### config.mk
export PLATFORM = sky130hd
export DESIGN_NAME = mem_access_sched
export DESIGN_NICKNAME = d
export VERILOG_FILES = /design/src/rtl/mem_access_sched.sv
export SDC_FILE = /design/constraint.sdc
export NUM_CORES = 1
export LEC_CHECK = 0
export CAP_MARGIN = 20
export CORE_MARGIN = 4
export CORE_UTILIZATION = 55
export CTS_BUF_LIST = sky130_fd_sc_hd__clkbuf_2
export DETAILED_ROUTE_END_ITERATION = 8
export PLACE_DENSITY_LB_ADDON = 0.25
export SYNTH_ARGS = -nofsm -noshare
export SYNTH_HDL_FRONTEND = slang
export SYNTH_SLANG_ARGS = --single-unit
### constraint.sdc
create_clock -name i_clk -period 6.5 [get_ports i_clk]
set_clock_uncertainty 0.1 [all_clocks]
set_input_delay 0.975 -clock i_clk [delete_from_list [all_inputs] [get_ports i_clk]]
set_output_delay 0.975 -clock i_clk [all_outputs]
set_load 0.01 [all_outputs]
### src/rtl/mem_access_sched.sv
// Single-port SRAM scheduler: protocol, sensor-log ring and factory-clear sweep share one 4-cycle access FSM.
// Protocol holds p_req until p_ack; sensor samples are dropped (sticky overflow) when the 2-entry FIFO is full.
module mem_access_sched #(
   parameter logic [2:0] SENS_SEL   = 3'd7,
   parameter logic [5:0] SENS_BASE  = 6'd0,
   parameter int         SENS_DEPTH = 32
) (
   input  logic        i_clk,
   input  logic        i_reset,
   input  logic        i_p_req,
   input  logic        i_p_we,
   input  logic [5:0]  i_p_addr,
   input  logic [2:0]  i_p_sel,
   input  logic [15:0] i_p_wdata,
   output logic        o_p_ack,
   output logic [15:0] o_p_rdata,
   input  logic        i_s_valid,
   input  logic [7:0]  i_s_data,
   input  logic [7:0]  i_s_stamp,
   output logic        o_s_overflow,
   output logic [5:0]  o_s_wptr,
   input  logic        i_f_start,
   output logic        o_f_busy,
   input  logic [15:0] i_mem_read_in,
   output logic [15:0] o_mem_data_out,
   output logic [5:0]  o_mem_address,
   output logic [2:0]  o_mem_sel,
   output logic        o_pc_b,
   output logic        o_we,
   output logic        o_se
);

   typedef enum logic [1:0] {ST_IDLE, ST_ADDR, ST_ACT, ST_REC} state_t;
   typedef enum logic [1:0] {OWN_P, OWN_S, OWN_C} own_t;

   localparam logic [5:0] LP_LAST = SENS_BASE + 6'(SENS_DEPTH - 1);

   state_t      r_state;
   own_t        r_own;
   logic        r_wr;
   logic        r_pc_b;
   logic        r_we;
   logic        r_se;
   logic [2:0]  r_mem_sel;
   logic [5:0]  r_mem_addr;
   logic [15:0] r_mem_data;
   logic        r_p_ack;
   logic [15:0] r_p_rdata;
   logic        r_ovf;
   logic [5:0]  r_wptr;
   logic        r_f_busy;
   logic        r_pend;
   logic [8:0]  r_clr_cnt;
   logic [15:0] r_fifo0;
   logic [15:0] r_fifo1;
   logic [1:0]  r_cnt;

   logic        w_idle;
   logic        w_enter_clr;
   logic        w_gnt_c;
   logic        w_gnt_s;
   logic        w_gnt_p;
   logic        w_accept;
   logic        w_push;
   logic        w_drop;
   logic [15:0] w_word;
   logic [5:0]  w_wptr_nxt;

   always_comb begin
      w_idle      = (r_state == ST_IDLE);
      // The IDLE cycle that starts a clear grants nothing; the sweep begins one cycle later.
      w_enter_clr = w_idle && r_pend && !r_f_busy;
      w_gnt_c     = w_idle && r_f_busy;
      w_gnt_s     = w_idle && !r_f_busy && !r_pend &&
                    ((r_cnt == 2'd2) || (!i_p_req && (r_cnt != 2'd0)));
      w_gnt_p     = w_idle && !r_f_busy && !r_pend && i_p_req && (r_cnt != 2'd2);
      w_accept    = i_s_valid && !r_f_busy && !w_enter_clr;
      w_push      = w_accept && ((r_cnt != 2'd2) || w_gnt_s);
      w_drop      = w_accept && !w_push;
      w_word      = {i_s_stamp, i_s_data};
      w_wptr_nxt  = (r_wptr == LP_LAST) ? SENS_BASE : r_wptr + 6'd1;
   end

   always_ff @(posedge i_clk) begin
      if (i_reset) begin
         r_state    <= ST_IDLE;
         r_own      <= OWN_P;
         r_wr       <= 1'b0;
         r_pc_b     <= 1'b0;
         r_we       <= 1'b0;
         r_se       <= 1'b0;
         r_mem_sel  <= 3'd0;
         r_mem_addr <= 6'd0;
         r_mem_data <= 16'h0000;
         r_p_ack    <= 1'b0;
         r_p_rdata  <= 16'h0000;
         r_ovf      <= 1'b0;
         r_wptr     <= SENS_BASE;
         r_f_busy   <= 1'b0;
         r_pend     <= 1'b0;
         r_clr_cnt  <= 9'd0;
         r_fifo0    <= 16'h0000;
         r_fifo1    <= 16'h0000;
         r_cnt      <= 2'd0;
      end else begin
         if (i_f_start && !r_f_busy && !w_enter_clr)
            r_pend <= 1'b1;

         if (w_enter_clr) begin
            r_f_busy  <= 1'b1;
            r_pend    <= 1'b0;
            r_cnt     <= 2'd0;
            r_ovf     <= 1'b0;
            r_wptr    <= SENS_BASE;
            r_clr_cnt <= 9'd0;
         end else begin
            if (w_drop)
               r_ovf <= 1'b1;
            if (w_gnt_s && w_push) begin
               if (r_cnt == 2'd1) begin
                  r_fifo0 <= w_word;
               end else begin
                  r_fifo0 <= r_fifo1;
                  r_fifo1 <= w_word;
               end
            end else if (w_gnt_s) begin
               r_fifo0 <= r_fifo1;
               r_cnt   <= r_cnt - 2'd1;
            end else if (w_push) begin
               if (r_cnt == 2'd0)
                  r_fifo0 <= w_word;
               else
                  r_fifo1 <= w_word;
               r_cnt <= r_cnt + 2'd1;
            end
         end

         case (r_state)
            ST_IDLE: begin
               if (w_gnt_c) begin
                  r_state    <= ST_ADDR;
                  r_pc_b     <= 1'b1;
                  r_own      <= OWN_C;
                  r_wr       <= 1'b1;
                  r_mem_sel  <= r_clr_cnt[8:6];
                  r_mem_addr <= r_clr_cnt[5:0];
                  r_mem_data <= 16'h0000;
                  r_clr_cnt  <= r_clr_cnt + 9'd1;
               end else if (w_gnt_s) begin
                  r_state    <= ST_ADDR;
                  r_pc_b     <= 1'b1;
                  r_own      <= OWN_S;
                  r_wr       <= 1'b1;
                  r_mem_sel  <= SENS_SEL;
                  r_mem_addr <= r_wptr;
                  r_mem_data <= r_fifo0;
               end else if (w_gnt_p) begin
                  r_state    <= ST_ADDR;
                  r_pc_b     <= 1'b1;
                  r_own      <= OWN_P;
                  r_wr       <= i_p_we;
                  r_mem_sel  <= i_p_sel;
                  r_mem_addr <= i_p_addr;
                  r_mem_data <= i_p_wdata;
               end
            end
            ST_ADDR: begin
               r_state <= ST_ACT;
               r_we    <= r_wr;
               r_se    <= !r_wr;
            end
            ST_ACT: begin
               r_state <= ST_REC;
               r_we    <= 1'b0;
               r_se    <= 1'b0;
               if (r_own == OWN_P) begin
                  r_p_ack <= 1'b1;
                  if (!r_wr)
                     r_p_rdata <= i_mem_read_in;
               end
               if (r_own == OWN_S)
                  r_wptr <= w_wptr_nxt;
            end
            ST_REC: begin
               r_state <= ST_IDLE;
               r_pc_b  <= 1'b0;
               r_p_ack <= 1'b0;
               // Counter wraps to zero only after the 512th sweep grant.
               if (r_own == OWN_C && r_clr_cnt == 9'd0)
                  r_f_busy <= 1'b0;
            end
         endcase
      end
   end

   assign o_p_ack        = r_p_ack;
   assign o_p_rdata      = r_p_rdata;
   assign o_s_overflow   = r_ovf;
   assign o_s_wptr       = r_wptr;
   assign o_f_busy       = r_f_busy;
   assign o_mem_data_out = r_mem_data;
   assign o_mem_address  = r_mem_addr;
   assign o_mem_sel      = r_mem_sel;
   assign o_pc_b         = r_pc_b;
   assign o_we           = r_we;
   assign o_se           = r_se;

endmodule

==> results of run 1 <==
## cells in the final DEF, fill, tap and decap left out, types with 3 or more instances in the layout
cell                              Yosys  layout
sky130_fd_sc_hd__o21bai_1             4       4
sky130_fd_sc_hd__xor2_1               3       3
sky130_fd_sc_hd__nor2_1              37      37
sky130_fd_sc_hd__a311oi_1            17      17
sky130_fd_sc_hd__nand3b_1             3       3
sky130_fd_sc_hd__nand4_1              3       3
sky130_fd_sc_hd__nand3_1              5       5
sky130_fd_sc_hd__a22oi_1              3       3
sky130_fd_sc_hd__mux2i_1             40      40
sky130_fd_sc_hd__a211oi_1            10      10
sky130_fd_sc_hd__a31oi_1              4       4
sky130_fd_sc_hd__dfxtp_1            102     102
sky130_fd_sc_hd__and2_1               4       4
sky130_fd_sc_hd__a21oi_1             53      53
sky130_fd_sc_hd__clkbuf_2             0       9
sky130_fd_sc_hd__nor2b_1              4       4
sky130_fd_sc_hd__inv_1               12      12
sky130_fd_sc_hd__nand2_1             75      75
sky130_fd_sc_hd__buf_4                4       3
sky130_fd_sc_hd__or3_1                3       3
sky130_fd_sc_hd__o21ai_0              9       9
sky130_fd_sc_hd__o2bb2ai_1           16      16
sky130_fd_sc_hd__nor4_1               3       3
sky130_fd_sc_hd__nor3_1               4       4
sky130_fd_sc_hd__o211ai_1             3       3
sky130_fd_sc_hd__clkdlybuf4s50_1      0     114
sky130_fd_sc_hd__nand2b_1            38      38
sky130_fd_sc_hd__ha_1                13      13
## metrics by stage
| step | instances | cell area (sq um) | utilization | power, mW | setup WS, ns |
|---|---|---|---|---|---|
| 6_report | 731 | 5906 | 0.7152 | 2.225 | 2.754 |
| 3_5_place_dp | 714 | 5788 | 0.7009 | 1.939 | 1.844 |
| 3_3_place_gp | 714 | 5788 | 0.7009 | 1.899 | 2.072 |
| 2_1_floorplan | 525 | 4678 | - | 1.605 | 3.498 |
| 4_1_cts | 730 | 5898 | 0.7142 | 2.226 | 2.305 |
| 5_1_grt | 731 | 5906 | 0.7152 | 2.385 | 2.400 |
## Yosys cell counts (2+ instances only)
cell type                   instances  share of area
sky130_fd_sc_hd__a211oi_1          10          0.016
sky130_fd_sc_hd__a21o_1             2         0.0032
sky130_fd_sc_hd__a21oi_1           53          0.057
sky130_fd_sc_hd__a22oi_1            3         0.0048
sky130_fd_sc_hd__a311oi_1          17          0.032
sky130_fd_sc_hd__a31oi_1            4         0.0053
sky130_fd_sc_hd__and2_1             4         0.0053
sky130_fd_sc_hd__and3_1             2         0.0027
sky130_fd_sc_hd__and3b_1            2         0.0037
sky130_fd_sc_hd__buf_2              8         0.0086
sky130_fd_sc_hd__buf_4              4         0.0064
sky130_fd_sc_hd__buf_6              3         0.0072
sky130_fd_sc_hd__clkbuf_1          16          0.013
sky130_fd_sc_hd__dfxtp_1          102           0.44
sky130_fd_sc_hd__ha_1              13          0.035
sky130_fd_sc_hd__inv_1             12         0.0096
sky130_fd_sc_hd__mux2i_1           40          0.086
sky130_fd_sc_hd__nand2_1           75          0.060
sky130_fd_sc_hd__nand2b_1          38          0.051
sky130_fd_sc_hd__nand3_1            5         0.0053
sky130_fd_sc_hd__nand3b_1           3         0.0048
sky130_fd_sc_hd__nand4_1            3         0.0040
sky130_fd_sc_hd__nor2_1            37          0.030
sky130_fd_sc_hd__nor2b_1            4         0.0053
sky130_fd_sc_hd__nor3_1             4         0.0043
sky130_fd_sc_hd__nor3b_1            2         0.0032
sky130_fd_sc_hd__nor4_1             3         0.0040
sky130_fd_sc_hd__o211ai_1           3         0.0048
sky130_fd_sc_hd__o21ai_0            9         0.0096
sky130_fd_sc_hd__o21bai_1           4         0.0064
sky130_fd_sc_hd__o2bb2ai_1         16          0.030
sky130_fd_sc_hd__or2_2              2         0.0027
sky130_fd_sc_hd__or3_1              3         0.0040
sky130_fd_sc_hd__xor2_1             3         0.0056
## layer usage
layer | track usage | routed length (microns) | share of wire
met4 | 0.05596 | 122 | 0.010
met3 | 0.04934 | 788 | 0.068
met5 | 0 | 0 | 0
met2 | 0.4083 | 5894 | 0.51
met1 | 0.2855 | 4867 | 0.42
## logic make-up (layout without fill, tap and decap cells)
| logic type | count (synthesis) | after routing | share of synthesized area |
|---|---|---|---|
| adders and majority gates | 13 | 13 | 0.03477 |
| and+or+nand+nor | 194 | 194 | 0.2083 |
| xor gates and xnor gates | 4 | 4 | 0.007490 |
| DFF | 102 | 102 | 0.4365 |
| buffers and inverters | 46 | 147 | 0.04948 |
| muxes | 40 | 40 | 0.08558 |
| AOI/OAI and AO/OA | 126 | 126 | 0.1779 |
## registers in the layout (all words and copies together) (netlist names), 3 cells and up
| register | flops |
|---|---|
| r_fifo1 | 16 |
| r_fifo0 | 16 |
| o_s_wptr | 6 |
| o_mem_data_out | 16 |
| r_clr_cnt | 9 |
| o_mem_address | 6 |
| o_mem_sel | 3 |
| o_p_rdata | 16 |
## power by group
group,internal (mW),total (mW),switching (mW)
sequential,0.798,0.908,0.110
combinational,0.464,1.02,0.560
clock,0.0868,0.292,0.205
total,1.35,2.22,0.875
## area by class of cell
type | count | area [sq um]
Multi-Input combinational cell | 377 | 2405
Timing Repair Buffer | 118 | 1169
Fill cell | 646 | 2352
Inverter | 13 | 48.80
Sequential cell | 102 | 2042
Clock buffer | 9 | 45.04
Tap cell | 105 | 131.4
Clock inverter | 7 | 65.06
## tightest hold or removal path, cell delays in order, from the launching register on
cell and delay [ns]:
sky130_fd_sc_hd__dfxtp_1 0.36, sky130_fd_sc_hd__nand2_1 0.05, sky130_fd_sc_hd__a21oi_1 0.05
## path summary, 6_finish.rpt
path                                endpoint    startpoint
worst max-delay path              r_fifo0[1]    r_state[0]
worst min-delay path            o_p_rdata[7]  o_p_rdata[7]
worst max register to register    r_fifo0[1]    r_state[0]
worst min register to register  o_p_rdata[7]  o_p_rdata[7]
==> qor.json, run 1 <==
{
  "timing.setup.tns_ns": 0,
  "cts_setup_buffers": 0,
  "outcome": "complete, no violations",
  "finalHoldViolations": 0,
  "cts_tree": "done",
  "worstPathRequired_ns": 6.83,
  "timing_worst_setup_path_type": "reg -> reg",
  "gp_routability_congestion": 0.8444,
  "grt-ovfl-total": 0,
  "track_usage": 0.2307,
  "cp_top_family": "simple AND/OR/NAND/NOR gates",
  "post_synth_inst_count": 525,
  "postSynthNetCount": 601,
  "netlist_area_sq_mm": 0.004678,
  "layout-drive-gt1-share": 0.03994,
  "antenna_cells_inserted": 0,
  "peak_ir_drop_on_the_vdd_network_mv": 0.2483,
  "synth_enable_flop_cells": 0,
  "route.detailed.wl_per_inst_microns": 15.97,
  "path_depth": 9,
  "path_cells": "inv_1, ha_1, nor3b_1, and2_1, inv_2, ha_1, nor2_1, and2_1, a311oi_1",
  "antenna_violating_nets_post_route": 0,
  "fp-row-count": 33,
  "clock_tree.buffer_depth": 2,
  "layout-area-overhead-vs-synth_pct": 26.24,
  "drv_cap": 0,
  "grt_pass1_wl_microns": 18930,
  "clock_tree.root_cell": "sky130_fd_sc_hd__clkbuf_2",
  "route.detailed.drc": 0,
  "grt_setup_unrepaired": "false",
  "powerDensity_mw_per_mm2": 376.7,
  "endpoint_kind": "flop",
  "number_of_global_route_vias_before_repair": 4014,
  "ios": 116,
  "place.detailed.hpwl_microns": 8418,
  "die_extent_in_y_microns": 100.2,
  "worst_pin_slew_ns": 1.036,
  "yosysUniqueCellTypes": 50,
  "die_x_microns": 100.2,
  "ffs_w_async_s_r_synth": 0,
  "max_clock_freq_mhz": 267.0,
  "final-max-slew-violation-count": 0,
  "power_leakage_nw": 2.252,
  "fp.dieArea_sq_mm": 0.01005,
  "detailroute.via_count": 4123,
  "pin_count_of_the_biggest_net_entering_global_routing": 100,
  "post_drt_via_cell_ratio": 5.640,
  "synth_seq_cells": 102,
  "worstSetupStartpointType": "flop",
  "cp.arrival_ns": 4.08,
  "cp_num_buf_inv": 2,
  "cpPeakStageDelay_ns": 0.58,
  "post-route-min-period_ns": 3.746,
  "finish.net_count": 697,
  "initial_utilization": 0.5665,
  "timing.reg2reg.setup_slack_ns": 2.75,
  "setup-violations-final": 0,
  "first_pass_iters": 5,
  "route.final.wire_length_microns": 11670,
  "cts_htree_levels": 3,
  "synthFlopType": "sky130_fd_sc_hd__dfxtp_1",
  "cell_at_the_slowest_stage_of_the_critical_path": "sky130_fd_sc_hd__and2_1",
  "core_area_sq_mm": 0.008258,
  "seq_area_frac_synth": 0.4365,
  "final_min_period_over_clock_period": 0.5763,
  "worst_hold_path.num_cells": 2,
  "cts_sinks": 102,
  "critPathMaxFanout": 24,
  "numCtsBuffers": 9,
  "timing.reg2reg.worst_path_depth": 9,
  "cts_hold_buffers": 0,
  "post_cts.resized_instances": 0,
  "port_buffers": 115,
  "worst_setup_hold_path_clk_slew_ns": 0.27,
  "timing.hold.ws_ns": 0.3712,
  "initial_antenna_violation_count": 0,
  "holdCritPathClass": "reg -> reg",
  "max_slew_margin": 0.3070,
  "synthesis.area_per_instance_sq_um": 8.911,
  "ys_warn_count": 0,
  "drtIter0Drc": 153,
  "clk_latency_ns": 0.55
}
(Power assumes the default switching activity.)
==> run 2: changes to the inputs <==
- CORE_UTILIZATION: 55 -> 46
- clock period: 6.5 -> 3.26 ns (I/O delays scaled with it)
==> run 2 against run 1 <==
Compared with the run above:
- first-iteration DRC count grew 32%
- final area rose by 1.5%
- routed wire length increased by 0.95%
- largest power group unchanged
- power is 100% higher
- critical path type unchanged
- hold slack worse by 0.046 ns
- largest cell class unchanged
- final cell count is 4.9% higher
- clock power is 91% higher
- die area increased by 18%
==> qor.json, run 2 (synthesized netlist as in run 1, its figures left out) <==
{
  "finish.net_count": {"value": 705, "change": "was 697"},
  "number_of_global_route_vias_before_repair": {"value": 3947, "change": "was 4,014"},
  "grt_setup_unrepaired": {"value": "false", "change": "unchanged"},
  "post_drt_via_cell_ratio": {"value": 5.336, "change": "was 5.640"},
  "outcome": {"value": "complete, no violations", "change": "unchanged"},
  "holdCritPathClass": {"value": "in -> reg", "change": "was reg -> reg"},
  "final-max-slew-violation-count": {"value": 0, "change": "unchanged"},
  "ios": {"value": 116, "change": "unchanged"},
  "final_min_period_over_clock_period": {"value": 0.8914, "change": "was 0.5763"},
  "fp-row-count": {"value": 36, "change": "was 33"},
  "grt_pass1_wl": {"value": 19160, "unit": "microns", "change": "was 18,930 microns"},
  "drv_cap": {"value": 0, "change": "unchanged"},
  "clock_tree.root_cell": {"value": "sky130_fd_sc_hd__clkbuf_2", "change": "unchanged"},
  "layout-drive-gt1-share": {"value": 0.05363, "change": "was 0.03994"},
  "gp_routability_congestion": {"value": 0.8373, "change": "was 0.8444"},
  "place.detailed.hpwl": {"value": 8531, "unit": "microns", "change": "was 8418 microns"},
  "finalHoldViolations": {"value": 0, "change": "unchanged"},
  "cts_sinks": {"value": 102, "change": "unchanged"},
  "first_pass_iters": {"value": 4, "change": "was 5"},
  "cp.arrival": {"value": 3.30, "unit": "ns", "change": "was 4.08 ns"},
  "layout-area-overhead-vs-synth": {"value": 28.16, "unit": "%", "change": "was 26.24%"},
  "cts_tree": {"value": "done", "change": "unchanged"},
  "placed_area": {"value": 0.005883, "unit": "sq mm", "change": "was 0.005788 sq mm"},
  "antenna_cells_inserted": {"value": 0, "change": "unchanged"},
  "power_leakage": {"value": 2.281, "unit": "nW", "change": "was 2.252 nW"},
  "antenna_violating_nets_post_route": {"value": 0, "change": "unchanged"},
  "most_common_cell_after_layout_fill_and_taps_aside": {"value": "sky130_fd_sc_hd__clkdlybuf4s50_1", "change": "unchanged"},
  "post-route-min-period": {"value": 2.906, "unit": "ns", "change": "was 3.746 ns"},
  "fp.dieArea": {"value": 0.01185, "unit": "sq mm", "change": "was 0.01005 sq mm"},
  "detailroute.via_count": {"value": 4093, "change": "was 4,123"},
  "critPathMaxFanout": {"value": 16, "change": "was 24"},
  "die_extent_in_y": {"value": 108.8, "unit": "microns", "change": "was 100.2 microns"},
  "timing.setup.tns": {"value": 0, "unit": "ns", "change": "unchanged"},
  "post-route-util": {"value": 0.6106, "change": "was 0.7152"},
  "worstSetupStartpointType": {"value": "flop", "change": "unchanged"},
  "numCtsBuffers": {"value": 9, "change": "unchanged"},
  "clk_latency": {"value": 0.56, "unit": "ns", "change": "was 0.55 ns"},
  "timing.hold.ws": {"value": 0.3256, "unit": "ns", "change": "was 0.3712 ns"},
  "max_clock_freq": {"value": 344.1, "unit": "MHz", "change": "was 267.0 MHz"},
  "timing_worst_setup_path_type": {"value": "reg -> reg", "change": "unchanged"},
  "worst_setup_hold_path_clk_slew": {"value": 0.30, "unit": "ns", "change": "was 0.27 ns"},
  "clock_tree.buffer_depth": {"value": 2, "change": "unchanged"},
  "layout.cells.most_common_list": {"value": "114 x sky130_fd_sc_hd__clkdlybuf4s50_1, 102 x sky130_fd_sc_hd__dfxtp_1, 75 x sky130_fd_sc_hd__nand2_1, 53 x sky130_fd_sc_hd__a21oi_1, 40 x sky130_fd_sc_hd__mux2i_1", "change": "unchanged"},
  "port_buffers": {"value": 115, "change": "unchanged"},
  "grt-ovfl-total": {"value": 0, "change": "unchanged"},
  "setup-violations-final": {"value": 0, "change": "unchanged"},
  "max_slew_margin": {"value": 0.4313, "change": "was 0.3070"},
  "route.detailed.drc": {"value": 0, "change": "unchanged"},
  "die_x": {"value": 108.8, "unit": "microns", "change": "was 100.2 microns"},
  "layout.filler_cells": {"value": 895, "change": "was 646"},
  "cts_htree_levels": {"value": 3, "change": "unchanged"},
  "worstPathRequired": {"value": 3.65, "unit": "ns", "change": "was 6.83 ns"},
  "track_usage": {"value": 0.2009, "change": "was 0.2307"},
  "peak_ir_drop_on_the_vdd_network": {"value": 0.3946, "unit": "mV", "change": "was 0.2483 mV"},
  "endpoint_kind": {"value": "flop", "change": "unchanged"},
  "route.detailed.wl_per_inst": {"value": 15.36, "unit": "microns", "change": "was 15.97 microns"},
  "final_design_area_no_fill": {"value": 0.005996, "unit": "sq mm", "change": "was 0.005906 sq mm"},
  "powerDensity": {"value": 745.4, "unit": "mW/mm^2", "change": "was 376.7 mW/mm^2"},
  "initial_utilization": {"value": 0.4764, "change": "was 0.5665"},
  "worst_pin_slew": {"value": 0.8531, "unit": "ns", "change": "was 1.036 ns"},
  "route.final.wire_length": {"value": 11780, "unit": "microns", "change": "was 11,670 microns"},
  "pin_count_of_the_biggest_net_entering_global_routing": {"value": 92, "change": "was 100"},
  "drtIter0Drc": {"value": 202, "change": "was 153"},
  "core_area": {"value": 0.009819, "unit": "sq mm", "change": "was 0.008258 sq mm"},
  "timing.reg2reg.setup_slack": {"value": 0.35, "unit": "ns", "change": "was 2.75 ns"},
  "initial_antenna_violation_count": {"value": 0, "change": "unchanged"}
}
==> run 2: cell types whose count changed in the layout (fill, tap and decap cells not counted), sizes merged <==
cell and change:
buf +7, bufinv -1, dlygate4sd3 +1, clkinv -4
clkinvlp +2, inv +3
==> run 2: per-layer routing <==
metal,share of wire,GRT usage,vias to the layer above
met5,0,0,-
met4,0.013,0.05951,0
met3,0.066,0.04144,11
met2,0.48,0.3332,121
met1,0.44,0.2640,1913
li1,-,-,2048
==> run 2: critical path, cell delays in order (launching register included) <==
cell and delay (ns):
sky130_fd_sc_hd__dfxtp_1 0.39, sky130_fd_sc_hd__inv_1 0.10, sky130_fd_sc_hd__ha_1 0.36, sky130_fd_sc_hd__nor3b_1 0.28
sky130_fd_sc_hd__and2_1 0.37, sky130_fd_sc_hd__ha_1 0.25, sky130_fd_sc_hd__nor2b_1 0.23, sky130_fd_sc_hd__a41oi_1 0.10
sky130_fd_sc_hd__nor3_4 0.14, sky130_fd_sc_hd__buf_4 0.31, sky130_fd_sc_hd__mux2i_1 0.22
==> run 2: through the flow <==
step / power, mW / cells / worst slack (ns)
final: 4.469 / 767 / 0.3540
after global routing: 4.804 / 767 / 0.03186
after CTS: 4.506 / 766 / 0.3733
after detailed placement: 3.949 / 750 / 0.2845
after global placement: 3.892 / 750 / 0.4154
after floorplan: 3.201 / 525 / 0.5386
==> run 2: final timing paths <==
kind / from / endpoint / depth (start not counted)
setup / recovery: r_state[0] / r_fifo1[4] / 10
hold / removal: i_mem_read_in[11] / o_p_rdata[11] / 3
setup reg to reg: r_state[0] / r_fifo1[4] / 10
hold reg to reg: o_mem_sel[1] / o_mem_sel[1] / 2
==> run 2: area by class of cell <==
cell class | count | area, sq um | area share
inverter | 13 | 48.80 | 0.008139
tap | 133 | 166.4 | 0.02775
multi-input combinational | 377 | 2405 | 0.4011
sequential | 102 | 2042 | 0.3406
clock inverter | 7 | 57.56 | 0.009599
timing repair buffer | 126 | 1231 | 0.2053
clock buffer | 9 | 45.04 | 0.007513
==> run 2: report_power, final <==
group	internal, mW	switching, mW	leakage [nW]
combinational	0.977	1.12	1.39
sequential	1.59	0.219	0.833
clock	0.112	0.446	0.0608
==> run 2: repair_timing <==
action / in CTS / in global routing
hold buffers: 0 / 1
hold endpoints to repair: 0 / 1
gates resized for setup: 0 / 0
setup endpoints to repair: 0 / 0
buffers inserted: 0 / 0
